--- src/rtl/sockit_spi_ser.sv ---
// SPI serializer: turns queue-protocol packets into SPI pin activity on 1/2/4 lanes
// and returns the captured input bits as queue-protocol words.
module sockit_spi_ser #(
  parameter int unsigned SDW = 8,
  parameter int unsigned SDL = $clog2(SDW),
  parameter int unsigned QCO = SDL + 7,
  parameter int unsigned QDW = 4 * SDW,
  parameter int unsigned DVW = 8
) (
  input  logic           clk,
  input  logic           rst,
  input  logic [DVW-1:0] cfg_div,
  input  logic           cfg_cpol,
  input  logic           que_vld,
  input  logic [QCO-1:0] que_ctl,
  input  logic [QDW-1:0] que_dat,
  output logic           que_rdy,
  output logic           qin_vld,
  output logic [SDL+2:0] qin_ctl,
  output logic [QDW-1:0] qin_dat,
  input  logic           qin_rdy,
  output logic           spi_sclk,
  output logic           spi_ss_n,
  output logic [3:0]     spi_sio_o,
  output logic [3:0]     spi_sio_e,
  input  logic [3:0]     spi_sio_i
);

  typedef enum logic [1:0] {StIdl, StPh0, StPh1} state_e;

  // Lanes taking part in the transfer for a given IO mode.
  function automatic logic [3:0] lane_mask(input logic [1:0] iom);
    case (iom)
      2'd2:    return 4'b0011;
      2'd3:    return 4'b1111;
      default: return 4'b0001;
    endcase
  endfunction

  // MSB of each active lane; inactive lanes idle high.
  function automatic logic [3:0] first_bits(input logic [QDW-1:0] dat, input logic [1:0] iom);
    logic [3:0] m;
    logic [3:0] o;
    m = lane_mask(iom);
    for (int k = 0; k < 4; k++) o[k] = m[k] ? dat[k*SDW + SDW - 1] : 1'b1;
    return o;
  endfunction

  function automatic logic [QDW-1:0] shift_out(input logic [QDW-1:0] dat);
    logic [QDW-1:0] r;
    for (int k = 0; k < 4; k++) r[k*SDW +: SDW] = {dat[k*SDW +: SDW-1], 1'b0};
    return r;
  endfunction

  // Standard SPI reads MISO on sio_i[1]; every other mode reads lane k from sio_i[k].
  function automatic logic [QDW-1:0] shift_in(input logic [QDW-1:0] dat, input logic [3:0] sio,
                                              input logic [1:0] iom);
    logic [3:0]     b;
    logic [QDW-1:0] r;
    case (iom)
      2'd0:    b = {3'b000, sio[0]};
      2'd1:    b = {3'b000, sio[1]};
      2'd2:    b = {2'b00, sio[1:0]};
      default: b = sio;
    endcase
    for (int k = 0; k < 4; k++) r[k*SDW +: SDW] = {dat[k*SDW +: SDW-1], b[k]};
    return r;
  endfunction

  state_e         state_q, state_d;
  logic [DVW-1:0] div_q, div_d, cnt_q, cnt_d;
  logic           cpol_q, cpol_d;
  logic [SDL-1:0] bcnt_q, bcnt_d, len_q, len_d;
  logic           lst_q, lst_d, die_q, die_d, cke_q, cke_d;
  logic [1:0]     iom_q, iom_d;
  logic [QDW-1:0] sdo_q, sdo_d, sdi_q, sdi_d, sdo_sh;
  logic           sclk_q, sclk_d, ss_n_q, ss_n_d;
  logic [3:0]     sio_o_q, sio_o_d, sio_e_q, sio_e_d;
  logic           qin_vld_q, qin_vld_d;
  logic [SDL+2:0] qin_ctl_q, qin_ctl_d;
  logic [QDW-1:0] qin_dat_q, qin_dat_d;
  logic           que_trn, qin_trn, phase_end, done;

  assign que_rdy   = (state_q == StIdl) & ~qin_vld_q;
  assign que_trn   = que_vld & que_rdy;
  assign qin_trn   = qin_vld_q & qin_rdy;
  assign phase_end = (cnt_q == div_q);

  // Idle SCLK follows the live polarity setting so reset shows the idle level directly.
  assign spi_sclk  = (state_q == StIdl) ? cfg_cpol : sclk_q;
  assign spi_ss_n  = ss_n_q;
  assign spi_sio_o = sio_o_q;
  assign spi_sio_e = sio_e_q;
  assign qin_vld   = qin_vld_q;
  assign qin_ctl   = qin_ctl_q;
  assign qin_dat   = qin_dat_q;

  // Next-state: packet load, phase timing, bit shifting and captured-word handoff.
  always_comb begin
    state_d   = state_q;
    div_d     = div_q;
    cnt_d     = cnt_q;
    cpol_d    = cpol_q;
    bcnt_d    = bcnt_q;
    len_d     = len_q;
    lst_d     = lst_q;
    iom_d     = iom_q;
    die_d     = die_q;
    cke_d     = cke_q;
    sdo_d     = sdo_q;
    sdi_d     = sdi_q;
    sclk_d    = sclk_q;
    ss_n_d    = ss_n_q;
    sio_o_d   = sio_o_q;
    sio_e_d   = sio_e_q;
    qin_vld_d = qin_vld_q;
    qin_ctl_d = qin_ctl_q;
    qin_dat_d = qin_dat_q;
    done      = 1'b0;
    sdo_sh    = shift_out(sdo_q);

    unique case (state_q)
      StIdl: begin
        if (que_trn) begin
          state_d = StPh0;
          div_d   = cfg_div;
          cpol_d  = cfg_cpol;
          cnt_d   = '0;
          bcnt_d  = que_ctl[SDL+6:7];
          len_d   = que_ctl[SDL+6:7];
          lst_d   = que_ctl[6];
          iom_d   = que_ctl[5:4];
          die_d   = que_ctl[3];
          cke_d   = que_ctl[0];
          sdo_d   = que_dat;
          sdi_d   = '0;
          ss_n_d  = ~que_ctl[1];
          sclk_d  = cfg_cpol;
          sio_e_d = que_ctl[2] ? lane_mask(que_ctl[5:4]) : 4'b0000;
          sio_o_d = first_bits(que_dat, que_ctl[5:4]);
        end
      end
      StPh0: begin
        if (phase_end) begin
          cnt_d   = '0;
          state_d = StPh1;
          if (cke_q) sclk_d = ~cpol_q;
          sdi_d   = shift_in(sdi_q, spi_sio_i, iom_q);
        end else begin
          cnt_d = cnt_q + DVW'(1);
        end
      end
      StPh1: begin
        if (phase_end) begin
          cnt_d  = '0;
          sclk_d = cpol_q;
          if (bcnt_q == '0) begin
            state_d = StIdl;
            sio_e_d = 4'b0000;
            done    = 1'b1;
          end else begin
            state_d = StPh0;
            bcnt_d  = bcnt_q - SDL'(1);
            sdo_d   = sdo_sh;
            sio_o_d = first_bits(sdo_sh, iom_q);
          end
        end else begin
          cnt_d = cnt_q + DVW'(1);
        end
      end
      default: state_d = StIdl;
    endcase

    // A freshly completed word takes priority over the consumer draining the old one.
    if (done && die_q) begin
      qin_vld_d = 1'b1;
      qin_ctl_d = {len_q, lst_q, iom_q};
      qin_dat_d = sdi_q;
    end else if (qin_trn) begin
      qin_vld_d = 1'b0;
    end
  end

  // State registers; reset aborts any packet in flight.
  always_ff @(posedge clk or negedge rst) begin
    if (!rst) begin
      state_q   <= StIdl;
      div_q     <= '0;
      cnt_q     <= '0;
      cpol_q    <= 1'b0;
      bcnt_q    <= '0;
      len_q     <= '0;
      lst_q     <= 1'b0;
      iom_q     <= 2'd0;
      die_q     <= 1'b0;
      cke_q     <= 1'b0;
      sdo_q     <= '0;
      sdi_q     <= '0;
      sclk_q    <= 1'b0;
      ss_n_q    <= 1'b1;
      sio_o_q   <= 4'hF;
      sio_e_q   <= 4'h0;
      qin_vld_q <= 1'b0;
      qin_ctl_q <= '0;
      qin_dat_q <= '0;
    end else begin
      state_q   <= state_d;
      div_q     <= div_d;
      cnt_q     <= cnt_d;
      cpol_q    <= cpol_d;
      bcnt_q    <= bcnt_d;
      len_q     <= len_d;
      lst_q     <= lst_d;
      iom_q     <= iom_d;
      die_q     <= die_d;
      cke_q     <= cke_d;
      sdo_q     <= sdo_d;
      sdi_q     <= sdi_d;
      sclk_q    <= sclk_d;
      ss_n_q    <= ss_n_d;
      sio_o_q   <= sio_o_d;
      sio_e_q   <= sio_e_d;
      qin_vld_q <= qin_vld_d;
      qin_ctl_q <= qin_ctl_d;
      qin_dat_q <= qin_dat_d;
    end
  end

endmodule

--- config.mk ---
export PLATFORM = sky130hd
export DESIGN_NAME = sockit_spi_ser
export DESIGN_NICKNAME = d
export VERILOG_FILES = /design/src/rtl/sockit_spi_ser.sv
export SDC_FILE = /design/constraint.sdc
export NUM_CORES = 1
export LEC_CHECK = 0
export BUFFER_PORTS_ARGS = -buffer_cell sky130_fd_sc_hd__buf_2
export CAP_MARGIN = 5
export CORE_MARGIN = 3
export CORE_UTILIZATION = 25
export DETAILED_ROUTE_END_ITERATION = 7
export GPL_ROUTABILITY_DRIVEN = 0
export GPL_TIMING_DRIVEN = 0
export SLEW_MARGIN = 40
export SYNTH_ARGS = -nofsm -noshare
export SYNTH_HDL_FRONTEND = slang
export SYNTH_SLANG_ARGS = --single-unit
--- constraint.sdc ---
create_clock -name clk -period 2.4 [get_ports clk]
set_input_delay 0.12 -clock clk [delete_from_list [all_inputs] [get_ports clk]]
set_output_delay 0.12 -clock clk [all_outputs]
set_load 0.02 [all_outputs]
Word-level counts from Yosys, hierarchy flattened

Cells that the tools add are included.
Widths: inputs -> output; s select.

Flip-flop bits (word level): 142
Latch bits: 0
Memory bits (writable): 0
Bits in read-only memories: 0
Input port bits: 59
Output and inout bits: 50
Memories: 0

$add $sub $neg: 2
Multipliers: 0
Div/mod/pow operators: 0
$lt $le $gt $ge: 0
Eq/ne operators: 14
Shifts and indexed selects: 0
Mux-type cells: 55
Bitwise gates (word level): 6
Reduce and logical (&&, ||, !) cells: 17

Operators by type and width:

| operator            | number |
|---|---|
| $mux 31             | 3 |
| $mux 32             | 2 |
| $pmux 32 s2         | 1 |
| $pmux 31 s2         | 1 |
| $mux 4              | 12 |
| $pmux 4 s2          | 4 |
| $mux 1              | 19 |
| $mux 8              | 2 |
| $pmux 8 s2          | 1 |
| $ne 2x2->1 const B  | 6 |
| $pmux 4 s3          | 1 |
| $eq 2x2->1 const B  | 5 |
| $mux 3              | 3 |
| $add 8x1->8 const B | 1 |
| $eq 8x8->1          | 1 |
| $reduce_and 4->1    | 2 |
| $reduce_bool 2->1   | 4 |
| $mux 2              | 3 |
| $pmux 2 s3          | 1 |
| $pmux 3 s2          | 1 |
| $reduce_and 3->1    | 2 |
| $reduce_and 5->1    | 1 |
| $eq 2x1->1 const B  | 2 |
| $logic_not 2->1     | 2 |
| 9 further kinds     | 14 |

Depth between registers and ports, before layout

Gate-level depths: netlist of the first run.

Depth after elaboration: 9
Mapped depth: 9

Worst setup path after synthesis of the first run

Ideal clock, no wire load.

Path type: register to register
Start point: register cnt_q[5]
End point: register qin_ctl_q[1] (netlist: qin_ctl[1])
Arrival time: 1.971 ns
Path slack: 0.301 ns
Cell stages (with the launch flop): 8
Path buffers: 2
Period minus slack after synthesis: 2.099 ns
Cell sequence: dfrtp_1 > xor2_1 > nor4_2 > nand2_2 > nor2_1 > buf_4 > buf_8 > mux2_1

Word-level cells in the longest chain between the ends: 4

Ends and longest elaborated chain:

| item                   | line | source |
|---|---|---|
| from (decl)            | 71   | `logic [DVW-1:0] div_q, div_d, cnt_q, cnt_d;` |
| from (signal assigned) | 209  | `cnt_q <= cnt_d;` |
| $eq 8x8->1             | 87   | `assign phase_end = (cnt_q == div_q);` |
| $mux 1                 | 154  | `if (phase_end) begin` |
| $mux 1                 | 122  | `unique case (state_q)` |
| $logic_and 1x1->1      | 175  | `if (done && die_q) begin` |
| to (signal assigned)   | 224  | `qin_ctl_q <= qin_ctl_d;` |
| to (decl)              | 80   | `logic [SDL+2:0] qin_ctl_q, qin_ctl_d;` |

Every way passes these cells.
A chain may end at the register's enable or synchronous reset.

Worst setup path after layout of the first run

Start point: register cnt_q[4]
End point: register qin_dat_q[27] (netlist: qin_dat[27])

Word-level cells in the longest chain between the ends: 4

Ends and longest elaborated chain:

| item                 | line | source |
|---|---|---|
| $eq 8x8->1           | 87   |  |
| $mux 1               | 154  |  |
| $mux 1               | 122  |  |
| $logic_and 1x1->1    | 175  |  |
| to (signal assigned) | 225  | `qin_dat_q <= qin_dat_d;` |
| to (decl)            | 81   | `logic [QDW-1:0] qin_dat_q, qin_dat_d;` |

Every way passes these cells.

==> results of run 1 <==
stage by stage:
step	utilization, %	setup slack (ps)	instance area, um2	setup TNS [ps]
3_3_place_gp	29.5	-846	6950	-119020
2_1_floorplan	-	301	6010	0
6_report	35.1	137	8260	0
4_1_cts	34.9	5.82	8230	0
3_5_place_dp	29.8	-311	7010	-8950
5_1_grt	35.1	-1.13	8260	-1.13
cells in the final DEF, fill, tap and decap left out, types with 20 or more instances in the layout:
cell           Yosys  final
o22ai_1           20     20
dlygate4sd3_1      0     51
nand3_1           40     40
o21ai_0           48     48
mux2_1            20     20
nor2_1            45     43
dfrtp_1          133    133
nor3_1            40     40
nand2_1           79     79
buf_2              5    111
inv_1             39     39
mux2_2            22     22
metal layers:
layer / global-route usage [%] / vias up
met5: 0 / -
met4: 4.77 / 0
met3: 3.49 / 27
met2: 20.5 / 96
met1: 16.8 / 2317
li1: - / 2390
worst max path at each step:
stage	to	start	slack, ps	cells after the start
after CTS	spi_sio_o[1]$_DFFE_PN1P_	state_q[0]$_DFFE_PN0P_	6	7
after global routing	sdo_q[21]$_DFFE_PN0P_	state_q[1]$_DFFE_PN0P_	-1	9
after detailed placement	sdo_q[29]$_DFFE_PN0P_	cnt_q[5]$_DFFE_PN0P_	-310	6
final	qin_dat[27]$_DFFE_PN0P_	cnt_q[4]$_DFFE_PN0P_	140	7
after floorplan	qin_ctl[1]$_DFFE_PN0P_	cnt_q[5]$_DFFE_PN0P_	300	7
after global placement	sdo_q[26]$_DFFE_PN0P_	rst	-850	1
cell type report:
type | count | area (um2)
tap | 319 | 399
fill | 2420 | 15300
clock buffer | 20 | 457
timing repair buffer | 167 | 1160
multi-input combinational | 381 | 2260
sequential | 138 | 3460
buffer | 33 | 178
clock inverter | 12 | 189
inverter | 39 | 146
antenna | 1 | 2.50
worst min-delay path, cell delays in order:
cell and delay, ps:
buf_2 100, nor2_1 110, nor3_1 70
timing repair:
item	4_1_cts	5_1_grt
setup endpoints to repair	68	79
hold endpoints to repair	138	0
pin swaps	3	1
resized for setup	3	19
hold buffers	51	0
setup buffers	5	1
cell families (layout without fill, tap and decap cells):
family	Yosys count	after routing	share of synthesized area (%)
simple gates	226	226	17.0
flops	138	138	57.6
compound gates	92	92	8.75
buf+inv	72	271	5.10
mux	44	44	8.21
xor+xnor	10	10	1.46
fa+ha+maj	9	9	1.87
other cells	0	1	0
state kept, by name, indices dropped and copies added, names as in the netlist:
register,count
cke_q,1
bcnt_q,3
qin_ctl,6
lst_q,1
spi_ss_n,1
qin_vld,1
sclk_q,1
iom_q,2
sdo_q,28
qin_dat,32
state_q,2
cpol_q,1
die_q,1
div_q,8
spi_sio_e,3
cnt_q,8
spi_sio_o,4
len_q,3
sdi_q,32
power by group:
| group | switching [uW] | total, uW | internal, uW |
|---|---|---|---|
| Clock | 1050 | 2860 | 1810 |
| Combinational | 1430 | 2380 | 947 |
| Sequential | 392 | 3280 | 2890 |
| Total | 2880 | 8530 | 5650 |
==> out/qor.txt, run 1 <==
worst-margin pin slew - 571 ps
First DRT Iteration DRCs - 248
Layout Nets - 845
fmax - 442 MHz
max-cap viol count - 0
drt wl/cell - 14.5 um
Distinct cells, synth - 39
vias in the first global route - 4983
status - finished clean
Hold Slack - 12.1 ps
initial antenna violation count - 1
met2 wire length - 7510 um
# IOs - 109
worst clock skew - 10.3 ps
CTS Root Cell - clkbuf_16
Crit. End Element - register
Syn Inst Count - 591
P per Cell Area - 1030 nW/um2
Slew Limit Fails - 0
cell chain of the critical path - xor2_1, nor4_4, nand2_2, nor2_2, buf_6, buf_8, mux2_1
slowest stage delay, CP - 440 ps
Worst Path Buf+Inv - 2
Port Buffers - 108
register area share after synthesis - 57.6%
synthesized cell area - 6010 um2
chip height - 161 um
WHS Endpoint - sdo_q[29]$_DFFE_PN0P_
Cell Count Post-Placement - 1020
hold path depth - 3
Starting Density - 25.5%
Mapped Nets - 659
final setup vio count - 0
final worst-path cycle share - 94.3%
top cell type's share of synthesized area - 55.4%
minimum clock period - 2260 ps
CP Data Arrival Time - 2560 ps
first-pass GRT wire length - 26200 um
Hold Crit Start - que_dat[29]
CP Launch Type - register
CORE AREA - 23500 um2
Area Growth Syn to Fin - 37.4%
Max-slew headroom - 62.0%
DRC Markers - 0
Commonest cells post-synth - dfrtp_1 (133), nand2_1 (79), o21ai_0 (48), nor2_1 (45)
filler-free cell count of the finished design - 1110
reg2reg start - cnt_q[4]$_DFFE_PN0P_
top-count cell post-synth - dfrtp_1
Tot GR Track Use - 12.8%
synthesized area per cell - 10.2 um2
Core Rows - 56
DRT Pass-1 Iters - 4
CTS tree - yes
reg-to-reg slack, setup - 140 ps
cts bufs inserted - 17
Lkg Pwr - 0.00392 uW
H-tree levels - 4
Metal-1 WL - 7590 um
die outline width - 161 um
met3 wire length - 617 um
highest metal used - met4
Yosys warnings - 0
clk sink count - 138
min-delay worst type - in -> reg
clk buf depth - 2
top cells by area, synth - dfrtp_1 (55%), nand2_1 (4.9%), mux2_2 (4.1%)
via count - 4830
worst path required time - 2700 ps
total congestion overflow - 0
ANT nets after route - 0
Final Hold Viols - 0
ys flop type - dfrtp_1
reg2reg path depth - 7
fraction of registers with async set/reset - 100%
reg2reg end - qin_dat[27]$_DFFE_PN0P_
Die Area - 25900 um2
layout cells sized above 1 - 25.1%
Final Power - 8530 uW
largest net degree at the start of global routing - 54
number of enable flip-flop cells after synthesis - 0
peak supply drop - 0.000430 V
Routed WL - 16100 um
Slowest-stage cell, CP - dfrtp_1
Top delay family on crit path - simple AND/OR/NAND/NOR gates
Synth area leader - dfrtp_1
drt via density - 4.35
#FFs+latches synth - 138
dpl hpwl - 11400 um
clock slew at reported path FFs - 60 ps
latest clock arrival within the worst-skew pair - 420 ps
Max Fanout on Critical Path - 10
critical path class - reg -> reg
Note: power is estimated with default switching activity, not from simulation.
==> run 2: changes to the inputs <==
- clock period: 2.4 -> 2.8 ns (I/O delays scaled with it)
==> run 2 against run 1 <==
Effect of this change:
- via count is 0.21% lower
- setup slack better by 67 ps
- register-to-register slack better by 70 ps
- sequential power is 14% lower
- flip-flop and latch count stayed put
- count of clock-buffer cells in the layout stayed put
- critical endpoint unchanged
- hold slack hardly changed
- global-route usage is 0.087 points lower
- sequential share of layout area is 0.77 points higher
- clock skew is 3.0 ps higher
- power is 15% lower
- combinational power is 18% lower
==> out/qor.txt, run 2 (synthesis results as in run 1) <==
initial antenna violation count - 1 (unchanged)
Final Hold Viols - 0 (unchanged)
DRC Markers - 0 (unchanged)
minimum clock period - 2600 ps (was 2260 ps)
final setup vio count - 0 (unchanged)
dpl hpwl - 11400 um (unchanged)
DRT Pass-1 Iters - 4 (unchanged)
Lkg Pwr - 0.00383 uW (was 0.00392 uW)
Tot GR Track Use - 12.8% (about the same)
Switch Pwr - 2440 uW (was 2880 uW)
Crit. End Element - register (unchanged)
Routed WL - 16000 um (was 16100 um)
latest clock arrival within the worst-skew pair - 420 ps (about the same)
largest net degree at the start of global routing - 54 (unchanged)
layout cells sized above 1 - 23.4% (was 25.1%)
H-tree levels - 4 (unchanged)
Max-slew headroom - 58.6% (was 62.0%)
P per Cell Area - 892 nW/um2 (was 1030 nW/um2)
# IOs - 109 (unchanged)
clk buf depth - 2 (unchanged)
vias in the first global route - 4916 (was 4983)
CP Launch Type - register (unchanged)
Layout fillers - 2444 (was 2420)
drt via density - 4.39 (was 4.35)
worst-margin pin slew - 616 ps (was 571 ps)
cell chain of the critical path - xor2_1, nor4_2, nand2_2, nor2_1, buf_4, buf_8, mux2_1 (was xor2_1, nor4_4, nand2_2, nor2_2, buf_6, buf_8, mux2_1)
Die Area - 25900 um2 (unchanged)
drt wl/cell - 14.6 um (was 14.5 um)
total congestion overflow - 0 (unchanged)
switching share of total power - 33.7% (about the same)
status - finished clean (unchanged)
Reg power frac - 38.9% (was 38.5%)
critical path class - reg -> reg (unchanged)
CORE AREA - 23500 um2 (unchanged)
First DRT Iteration DRCs - 226 (was 248)
clock slew at reported path FFs - 60 ps (about the same)
Power Internal - 4790 uW (was 5650 uW)
ANT nets after route - 0 (unchanged)
Max Fanout on Critical Path - 10 (unchanged)
die outline width - 161 um (unchanged)
CTS Root Cell - clkbuf_16 (unchanged)
worst path required time - 3100 ps (was 2700 ps)
Area Growth Syn to Fin - 34.9% (was 37.4%)
cts bufs inserted - 17 (unchanged)
Top delay family on crit path - simple AND/OR/NAND/NOR gates (unchanged)
Core Rows - 56 (unchanged)
RSZ-0062 raised after global routing - false
most common cell after layout, fill and taps aside - dfrtp_1 (unchanged)
first-pass GRT wire length - 26000 um (was 26200 um)
min-delay worst type - in -> reg (unchanged)
Clock power frac - 33.9% (was 33.6%)
clk sink count - 138 (unchanged)
Logic pwr share - 27.1% (was 27.9%)
final worst-path cycle share - 92.7% (was 94.3%)
Starting Density - 25.5% (unchanged)
Slowest-stage cell, CP - nor4_2 (was dfrtp_1)
CP Data Arrival Time - 2890 ps (was 2560 ps)
fmax - 385 MHz (was 442 MHz)
most frequent cells in the layout - dfrtp_1 (133), buf_2 (112), nand2_1 (79) (was dfrtp_1 (133), buf_2 (111), nand2_1 (79))
Worst Path Buf+Inv - 2 (unchanged)
slowest stage delay, CP - 590 ps (was 440 ps)
setup TNS - 0 ps (unchanged)
worst clock skew - 13.3 ps (was 10.3 ps)
Layout Nets - 832 (was 845)
peak supply drop - 0.000369 V (was 0.000430 V)
Hold Slack - 11.8 ps (was 12.1 ps)
chip height - 161 um (unchanged)
via count - 4820 (was 4830)
max-cap viol count - 0 (unchanged)
Slew Limit Fails - 0 (unchanged)
CTS tree - yes (unchanged)
Port Buffers - 108 (unchanged)
run 2: through the flow:
stage / std cells / util (%) / total power [uW] / instance area, um2 / setup WS [ps]
3_5_place_dp: 1020 / 29.8 / 4760 / 7010 / 89.3
3_3_place_gp: 1018 / 29.5 / 4690 / 6950 / -466
5_1_grt: 1097 / 34.4 / 7690 / 8110 / 13.0
4_1_cts: 1095 / 34.4 / 7290 / 8090 / 71.5
2_1_floorplan: 591 / - / 4110 / 6010 / 701
6_report: 1097 / 34.4 / 7230 / 8110 / 204
run 2: final timing paths:
path | from | endpoint | slack (ps) | cells after the start
min | que_dat[13] | sdo_q[13]$_DFFE_PN0P_ | 10 | 3
max | cnt_q[6]$_DFFE_PN0P_ | qin_dat[27]$_DFFE_PN0P_ | 200 | 7
max in group asynchronous | rst | spi_sio_o[0]$_DFFE_PN1P_ | 1680 | 4
max reg2reg | cnt_q[6]$_DFFE_PN0P_ | qin_dat[27]$_DFFE_PN0P_ | 200 | 7
min reg2reg | len_q[2]$_DFFE_PN0P_ | len_q[2]$_DFFE_PN0P_ | 470 | 2
min in group asynchronous | rst | qin_dat[27]$_DFFE_PN0P_ | 210 | 2
run 2: area by class of cell:
type | count | area, um2 | area share [%]
sequential | 138 | 3460 | 42.7
buffer | 33 | 160 | 1.98
tap | 319 | 399 | 4.92
multi-input combinational | 381 | 2250 | 27.8
inverter | 39 | 146 | 1.81
clock inverter | 12 | 189 | 2.33
antenna | 1 | 2.50 | 0.0309
timing repair buffer | 154 | 1040 | 12.9
clock buffer | 20 | 457 | 5.63
run 2: routing by layer:
layer,track usage (%),share of wire (%)
met2,20.3,47
met3,3.39,3.6
met1,16.9,48
met4,4.54,1.9
met5,0,0
run 2: tightest hold or removal path, delay by kind of cell:
family | cells | cell delay, ps
buffers and inverters | 1 | 110
AND/OR/NAND/NOR | 2 | 150
run 2: power by group through the flow:
stage               Combinational, uW  Clock (uW)  Sequential (uW)
CTS                              1970        2510             2810
global placement                 1860           0             2830
finish                           1960        2450             2810
global route                     2220        2600             2870
detailed placement               1910           0             2840
floorplan                        1290           0             2820
run 2: repair_timing:
item,4_1_cts,5_1_grt
hold buffers,43,0
hold endpoints to repair,130,0
endpoints found under the setup margin,0,30
buffers inserted,0,1
gates resized for setup,0,1
